--- src/rtl/sram_bus_arbiter.sv ---
`timescale 1ns/1ps
// Shares one SRAM-like bus between the fetch port (M0) and the data port (M1).
// Data wins arbitration; an in-order owner FIFO routes each response back to its issuer.
module sram_bus_arbiter #(
    parameter int unsigned ADDR_W  = 32,
    parameter int unsigned DATA_W  = 32,
    parameter int unsigned MAX_OUT = 2
) (
    input  logic                  clk,
    input  logic                  reset,
    input  logic                  m0_req,
    input  logic [ADDR_W-1:0]     m0_addr,
    output logic                  m0_addr_ok,
    output logic                  m0_data_ok,
    output logic [DATA_W-1:0]     m0_rdata,
    input  logic                  m1_req,
    input  logic                  m1_wr,
    input  logic [1:0]            m1_size,
    input  logic [DATA_W/8-1:0]   m1_wstrb,
    input  logic [ADDR_W-1:0]     m1_addr,
    input  logic [DATA_W-1:0]     m1_wdata,
    output logic                  m1_addr_ok,
    output logic                  m1_data_ok,
    output logic [DATA_W-1:0]     m1_rdata,
    output logic                  s_req,
    output logic                  s_wr,
    output logic [1:0]            s_size,
    output logic [DATA_W/8-1:0]   s_wstrb,
    output logic [ADDR_W-1:0]     s_addr,
    output logic [DATA_W-1:0]     s_wdata,
    input  logic                  s_addr_ok,
    input  logic                  s_data_ok,
    input  logic [DATA_W-1:0]     s_rdata,
    output logic                  err_orphan
);
    localparam int unsigned PTR_W = (MAX_OUT > 1) ? $clog2(MAX_OUT) : 1;
    localparam int unsigned CNT_W = PTR_W + 1;

    localparam logic [1:0] ST_IDLE  = 2'd0;
    localparam logic [1:0] ST_LOCK0 = 2'd1;
    localparam logic [1:0] ST_LOCK1 = 2'd2;

    logic [1:0]         state_q, state_d;
    logic [PTR_W-1:0]   wptr_q, rptr_q;
    logic [CNT_W-1:0]   count_q;
    logic [MAX_OUT-1:0] owner_q;
    logic               full, empty;
    logic               sel_m1, grant_req;
    logic               push, pop, head;

    assign full  = (count_q == CNT_W'(MAX_OUT));
    assign empty = (count_q == '0);

    // Grant selection, bus drive and next-state; a locked master keeps the bus until addr_ok.
    always_comb begin
        state_d   = ST_IDLE;
        sel_m1    = 1'b0;
        grant_req = 1'b0;
        s_wr      = 1'b0;
        s_size    = 2'd0;
        s_wstrb   = '0;
        s_addr    = '0;
        s_wdata   = '0;
        case (state_q)
            ST_IDLE: begin
                if (!full) begin
                    if (m1_req) begin
                        sel_m1    = 1'b1;
                        grant_req = 1'b1;
                    end else begin
                        grant_req = m0_req;
                    end
                end
            end
            ST_LOCK0: grant_req = m0_req;
            ST_LOCK1: begin
                sel_m1    = 1'b1;
                grant_req = m1_req;
            end
            default: ;
        endcase
        s_req = grant_req & ~full & ~reset;
        if (s_req) begin
            if (sel_m1) begin
                s_wr    = m1_wr;
                s_size  = m1_size;
                s_wstrb = m1_wstrb;
                s_addr  = m1_addr;
                s_wdata = m1_wdata;
            end else begin
                s_size  = 2'd2;
                s_addr  = m0_addr;
            end
        end
        if (s_req && !s_addr_ok) begin
            state_d = sel_m1 ? ST_LOCK1 : ST_LOCK0;
        end
    end

    assign push       = s_req & s_addr_ok;
    assign pop        = s_data_ok & ~empty & ~reset;
    assign head       = owner_q[rptr_q];
    assign m0_addr_ok = push & ~sel_m1;
    assign m1_addr_ok = push & sel_m1;
    assign m0_data_ok = pop & ~head;
    assign m1_data_ok = pop & head;
    assign m0_rdata   = s_rdata;
    assign m1_rdata   = s_rdata;

    always_ff @(posedge clk or posedge reset) begin
        if (reset) begin
            state_q <= ST_IDLE;
        end else begin
            state_q <= state_d;
        end
    end

    // Owner FIFO; push and pop in the same cycle leave the count unchanged.
    always_ff @(posedge clk or posedge reset) begin
        if (reset) begin
            wptr_q     <= '0;
            rptr_q     <= '0;
            count_q    <= '0;
            owner_q    <= '0;
            err_orphan <= 1'b0;
        end else begin
            if (push) begin
                owner_q[wptr_q] <= sel_m1;
                wptr_q          <= wptr_q + PTR_W'(1);
            end
            if (pop) begin
                rptr_q <= rptr_q + PTR_W'(1);
            end
            case ({push, pop})
                2'b10:   count_q <= count_q + CNT_W'(1);
                2'b01:   count_q <= count_q - CNT_W'(1);
                default: ;
            endcase
            if (s_data_ok && empty) begin
                err_orphan <= 1'b1;
            end
        end
    end
endmodule

--- config.mk ---
export PLATFORM = sky130hd
export DESIGN_NAME = sram_bus_arbiter
export DESIGN_NICKNAME = d
export VERILOG_FILES = /design/src/rtl/sram_bus_arbiter.sv
export SDC_FILE = /design/constraint.sdc
export NUM_CORES = 1
export LEC_CHECK = 0
export BUFFER_PORTS_ARGS = -buffer_cell sky130_fd_sc_hd__buf_2
export CORE_AREA = 3 3 108 110
export DETAILED_ROUTE_END_ITERATION = 16
export DIE_AREA = 0 0 111 113
export SLEW_MARGIN = 15
export SYNTH_ARGS = -nofsm -noshare
export SYNTH_HDL_FRONTEND = slang
export SYNTH_SLANG_ARGS = --single-unit
--- constraint.sdc ---
create_clock -name clk -period 2.29 [get_ports clk]
set_clock_uncertainty 0.05 [all_clocks]
set_input_delay 0.458 -clock clk [delete_from_list [all_inputs] [get_ports clk]]
set_output_delay 0.458 -clock clk [all_outputs]
set_load 0.01 [all_outputs]
==> metrics.txt, run 1 <==
area leader, netlist buf_4; vias between 2k and 2.5k; die height 113 um; Residual DRC 0; DRT antenna net count 0; Sink Count 9; Crit Path Class flip-flop to primary output; critical path endpoint category primary output; # setup viols final 0; Initial DRC Count 68; insertion delay to the later sink of the worst-skew pair approximately 0.23 ns; Hold-fix buffers, CTS 0; CTS tree yes; Power Dens Cells between 700 and 800 nW/um^2; RSZ-0062 raised after global routing yes; Worst Hold Class input port to asynchronous set/reset pin; row cnt 38; worst r2r src state_q[0]$_DFF_PP0_; WL/cell 13.3 um; Core Area roughly 11000 um^2; largest buffer count on any clock path 2; Peak VDD IR between 0.3 and 0.4 mV; most common cell after layout, fill and taps aside buf_2; Post-DP HPWL between 5000 and 6000 um; Total Power ~1.9 mW; Clock transition at path regs around 0.04 ns; I/O Buffers 185; drt first pass iters 4; H-tree depth 1; worst-case headroom to the max-slew limit 0.842; # diodes 0; final number of max-transition violations 0; Post-Synthesis Mean Instance Area roughly 7.4 um^2; NumNets Final slightly above 500; fin crit share 0.967; CP max FO 17; Worst setup SP type flip-flop; Setup TNS 0 ns; # IOs 282; CP Depth 7; Crit path buffers/inverters 3; synth unique cells 29; Root Driver clkbuf_8; Num CTS Buffers 3; Min Hold Slack between 0.2 and 0.25 ns; Worst R2R Path Depth 5; kind of cell adding the most delay to the critical path buffers and inverters; max_cap viols 0; CP cell instances nor2b_2 -> o211a_4 -> buf_4 -> clkbuf_16 -> nand2_1 -> mux2i_1 -> buf_2; die width roughly 110 um; worst-margin pin slew 0.234 ns; Synthesis Warnings 0; die area around 13000 um^2; initial antenna violation count 0; GP Congestion roughly 0.84; Lkg Pwr approximately 1.7 nW; Critical Path RT roughly 1.8 ns; total grt overflow 0; Crit-path slowest cell dfrtp_2; Reg2Reg Setup Slack 0.46 ns; total track usage 0.0935; vias per cell between 4 and 5; routed wire length a little under 7000 um; largest net degree at the start of global routing 55; Max stage delay on crit path roughly 0.43 ns; Synth Register Bits 9; vias in the first global route 2101; Synth Cell Area 1900 um^2; Yosys top cell area share 0.253; Final min period roughly 2.2 ns; top cells by area, synth buf_4 25%, mux2i_1 17%, nand2_1 13%; outcome finished clean; Critical Path AT between 1.5 and 2 ns; sequential-to-total area share from yosys stat 0.119; Final Hold Viols 0; global-route wire length before repair around 9800 um; Area Overhead vs Synth 40.6%; Starting Density 0.176; RR Endpoint owner_q[0]$_DFFE_PP0P_; syn_nets 400; Peak Freq approximately 450 MHz; most frequent cells in the layout 185 x buf_2, 64 x nand2_1, 38 x and3_1; Synth Instances approximately 260; ratio of cells with drive above 1 in the final layout 0.564
## worst min-delay path, cell delays in order
cell	delay [ns]
buf_2	0.09
inv_1	0.08
buf_4	0.19
## cell usage after synthesis
cell	count
a21oi_2	1
buf_6	10
o31a_1	1
nand2b_4	1
nor3b_1	1
nand3_1	1
nor4b_1	1
mux2i_1	33
a21o_1	1
and3_1	38
inv_1	2
and3b_1	1
nand2_2	1
and2_1	1
ha_1	1
o211a_1	1
nand2_1	64
xor2_1	1
buf_2	6
nor3_1	1
nor2b_1	2
clkbuf_1	4
xnor2_1	4
dfrtp_1	9
mux2_1	1
buf_4	64
nor2_1	5
nand3b_1	1
mux2_4	1
## per-stage QoR
step | instance area, um^2 | cells | utilization | worst slack [ns]
global route | 2670 | 516 | 0.247 | -0.0354
detailed placement | 2450 | 504 | 0.227 | 0.0966
floorplan | 1900 | 258 | - | 0.247
global placement | 2450 | 504 | 0.227 | 0.156
CTS | 2540 | 509 | 0.235 | 0.00704
finish | 2670 | 516 | 0.247 | 0.0762
## kinds of logic (layout without fill, tap and decap cells)
group,Yosys count,after routing,synth area share
flops,9,9,0.119
simple gates,118,118,0.305
mux,35,35,0.188
fa+ha+maj,1,1,0.00660
compound gates,4,4,0.0185
xor+xnor,5,5,0.0231
buf+inv,86,204,0.340
## registers in the layout, indices dropped and copies added, names as in the netlist
name	cells
count_q	2
state_q	2
owner_q	2
rptr_q	1
err_orphan	1
wptr_q	1
## final cells by class
class                      count  area [um^2]
inverter                       2         7.51
sequential                     9          226
fill                        1201         8130
tap                          140          175
multi-input combinational    163         1060
clock buffer                   4         45.0
timing repair buffer         198         1150
## report_power, final
part | internal, mW | total, mW | switching, mW | leakage, nW
registers | 0.219 | 0.272 | 0.0529 | 0.106
logic | 0.713 | 1.44 | 0.726 | 1.52
clock network | 0.121 | 0.180 | 0.0588 | 0.0228
## metal layers
metal	track usage	part of all wire	wire length, um
met4	0.0312	0.027	182
met3	0.0337	0.12	794
met2	0.181	0.53	3600
met5	0	0	0
met1	0.0917	0.33	2260
## worst max path at each step
stage                      startpoint           to
5_1_grt          state_q[0]$_DFF_PP0_  s_wdata[12]
3_5_place_dp   count_q[0]$_DFFE_PP0P_    s_addr[5]
4_1_cts        count_q[0]$_DFFE_PP0P_    s_addr[5]
6_report         state_q[0]$_DFF_PP0_   s_addr[27]
2_1_floorplan                   reset    s_addr[1]
3_3_place_gp                   m1_req   m0_addr_ok
## what timing repair did
item                       CTS  global route
gates cloned                 1             3
buffers inserted             0             4
gates resized for setup      3             6
setup endpoints to repair   52            62
No activity file was read; power rests on OpenSTA's default activity.
==> run 2: changes to the inputs <==
ABC_AREA = 1   (was not set)
CORE_AREA = 3 3 110 112   (was 3 3 108 110)
DIE_AREA = 0 0 113 115   (was 0 0 111 113)
GPL_ROUTABILITY_DRIVEN = 0   (was not set)
SLEW_MARGIN = not set   (was 15)
==> run 2 against run 1 <==
Against the previous run:
- hold slack better by 0.0045 ns
- maximum frequency is 1.6% higher
- clock-buffer cell count did not move
- flip-flop and latch count unchanged
- via count rose by 14%
- non-clock buffer count decreased by 1
- total power increased by 7.8%
- highest routed layer is now met5
==> metrics.txt, run 2 <==
Peak VDD IR between 0.3 and 0.4 mV; area leader, netlist buf_4; H-tree depth 1; Final min period between 2 and 2.5 ns; Synth Register Bits 9; Lkg Pwr 1.60 nW; total track usage 0.108; Worst Hold Class input port to asynchronous set/reset pin; worst-case headroom to the max-slew limit 0.781; Yosys top cell area share 0.257; critical path endpoint category primary output; Area Overhead vs Synth 33.7%; post-synthesis xor/xnor area fraction 0.0130; Clock transition at path regs ~0.04 ns; mux share of post-synthesis cell area 0.00497; Max stage delay on crit path between 0.4 and 0.5 ns; Post-DP HPWL approximately 6500 um; Post-Synthesis Mean Instance Area 5.79 um^2; Synth Area in Compound Gates 0.0174; # setup viols final 0; Sink Count 9; CTS tree yes; DRT antenna net count 0; # diodes 0; sequential-to-total area share from yosys stat 0.112; met3 GRT Util 0.0389; final number of max-transition violations 0; Critical Path RT between 1.5 and 2 ns; RSZ-0062 raised after global routing yes; Power Dens Cells 757 nW/um^2; Critical Path AT 1.67 ns; largest net degree at the start of global routing 43; Synthesis Warnings 0; total grt overflow 0; die width about 110 um; max_cap viols 0; insertion delay to the later sink of the worst-skew pair 0.23 ns; die height roughly 120 um; Num CTS Buffers 3; largest registers count_q x2, owner_q x2, state_q x2; die area between 10000 and 15000 um^2; kind of cell adding the most delay to the critical path simple AND/OR/NAND/NOR gates; Root Driver clkbuf_16; initial antenna violation count 1; Starting Density 0.178; worst-margin pin slew 0.329 ns; # IOs 282; Crit-path slowest cell dfrtp_1; Residual DRC 0; syn_nets 490; # Post-CTS Setup Buffers 0; Synth Cell Area a little over 2000 um^2; global-route wire length before repair 11200 um; routed wire length between 7000 and 8000 um; fin crit share 0.951; Post-synth EDFFs 0; largest buffer count on any clock path 2; largest family of logic cells by synthesized area simple AND/OR/NAND/NOR gates; most common cell after layout, fill and taps aside buf_2; outcome finished clean; Core Area about 11000 um^2; asr flop ratio synth 1.00; Worst setup SP type flip-flop; post-synthesis adder-cell area fraction 0.00621; Post-synth top cells 111 x nor2_1, 83 x nand2_1, 69 x buf_4; most frequent cell after synthesis nor2_1; most frequent cells in the layout 185 x buf_2, 110 x nor2_1, 83 x nand2_1; CP max FO 42; vias per cell ~4.0; drt first pass iters 4; top_reg_cell synth dfrtp_1; synth unique cells 27; NumNets Final a little over 600; most frequent CP cell nand2_1; met2 Resource Use GR 0.195; utilization after layout 0.238; Synth Instances approximately 350; met1 Use GR 0.119; row cnt 39; Crit Path Class flip-flop to primary output; CP cell instances inv_2 -> nand2_1 -> nand3_2 -> nand2_4 -> buf_12 -> nand2_1 -> nor2_2 -> buf_2; WL/cell between 10 and 15 um; Simple-Gate Fraction of Synth Area 0.511; vias around 2.5k; Crit path buffers/inverters 3; I/O Buffers between 150 and 200; vias in the first global route 2200; Peak Freq ~460 MHz; top cells by area, synth buf_4 26%, nor2_1 21%, nand2_1 15%; Final Hold Viols 0; busiest grt layer met2; Total Power 2.04 mW; ratio of cells with drive above 1 in the final layout 0.449; Initial DRC Count a little under 80
[run 2: changes by cell type after synthesis, sizes merged, moves of 2 or more]
cell    delta
and3      -38
mux2i     -32
nand3      +3
mux2       -2
nand2     +20
nor2     +106
inv        +8
xnor2      -2
nand4      +2
nand3b    +31
nor2b      -2
[run 2: cells by family after synthesis]
group           Yosys count
mux                       1
flops                     9
simple gates            235
xor+xnor                  3
buf+inv                  95
fa+ha+maj                 1
compound gates            4
[run 2: timing repair]
item                       in CTS  in global routing
setup endpoints to repair       0                 30
gates resized for setup         0                  3
hold buffers                    0                  0
[run 2: report_power, final]
group	internal [mW]	switching, mW
logic	0.574	0.891
registers	0.218	0.0513
clock network	0.232	0.0710
[run 2: layout make-up]
| cell class | instances | area (um^2) |
|---|---|---|
| Clock buffer | 4 | 78.8 |
| Fill cell | 1340 | 8630 |
| Tap cell | 143 | 179 |
| Sequential cell | 9 | 225 |
| Timing Repair Buffer | 197 | 1050 |
| Multi-Input combinational cell | 244 | 1120 |
| Inverter | 11 | 45.0 |
[run 2: metrics by stage]
stage	setup slack (ns)	TNS, ns	instances	hold slack [ns]	area (um^2)
2_1_floorplan	0.544	0	348	0.244	2010
4_1_cts	0.0504	0	608	0.207	2680
6_report	0.112	0	608	0.206	2690
5_1_grt	-0.0369	-0.0636	608	0.231	2690
3_3_place_gp	0.228	0	604	0.411	2600
3_5_place_dp	0.231	0	604	0.406	2600
[run 2: worst paths after layout]
path / startpoint / end / slack (ns) / cells after the start
max: count_q[0]$_DFFE_PP0P_ / s_wstrb[0] / 0.11 / 8
min: reset / err_orphan$_DFFE_PP0P_ / 0.21 / 3
max reg2reg: count_q[0]$_DFFE_PP0P_ / count_q[1]$_DFFE_PP0P_ / 0.29 / 9
min reg2reg: err_orphan$_DFFE_PP0P_ / err_orphan$_DFFE_PP0P_ / 0.41 / 1
max in group asynchronous: reset / state_q[1]$_DFF_PP0_ / 1.85 / 3
min in group clk: err_orphan$_DFFE_PP0P_ / err_orphan$_DFFE_PP0P_ / 0.41 / 1
[run 2: per-layer routing]
layer | part of all wire | wire (um)
met5 | 0.0012 | 9
met4 | 0.021 | 164
met3 | 0.13 | 1010
met2 | 0.48 | 3690
met1 | 0.37 | 2850
[run 2: worst reg2reg max path, stage by stage, from the launching register on]
cell,delay (ns)
dfrtp_1,0.41
inv_2,0.09
a21oi_4,0.16
nand2_2,0.12
nor2_1,0.18
inv_1,0.12
ha_1,0.32
a21oi_1,0.14
o21ai_0,0.12
xor2_1,0.16
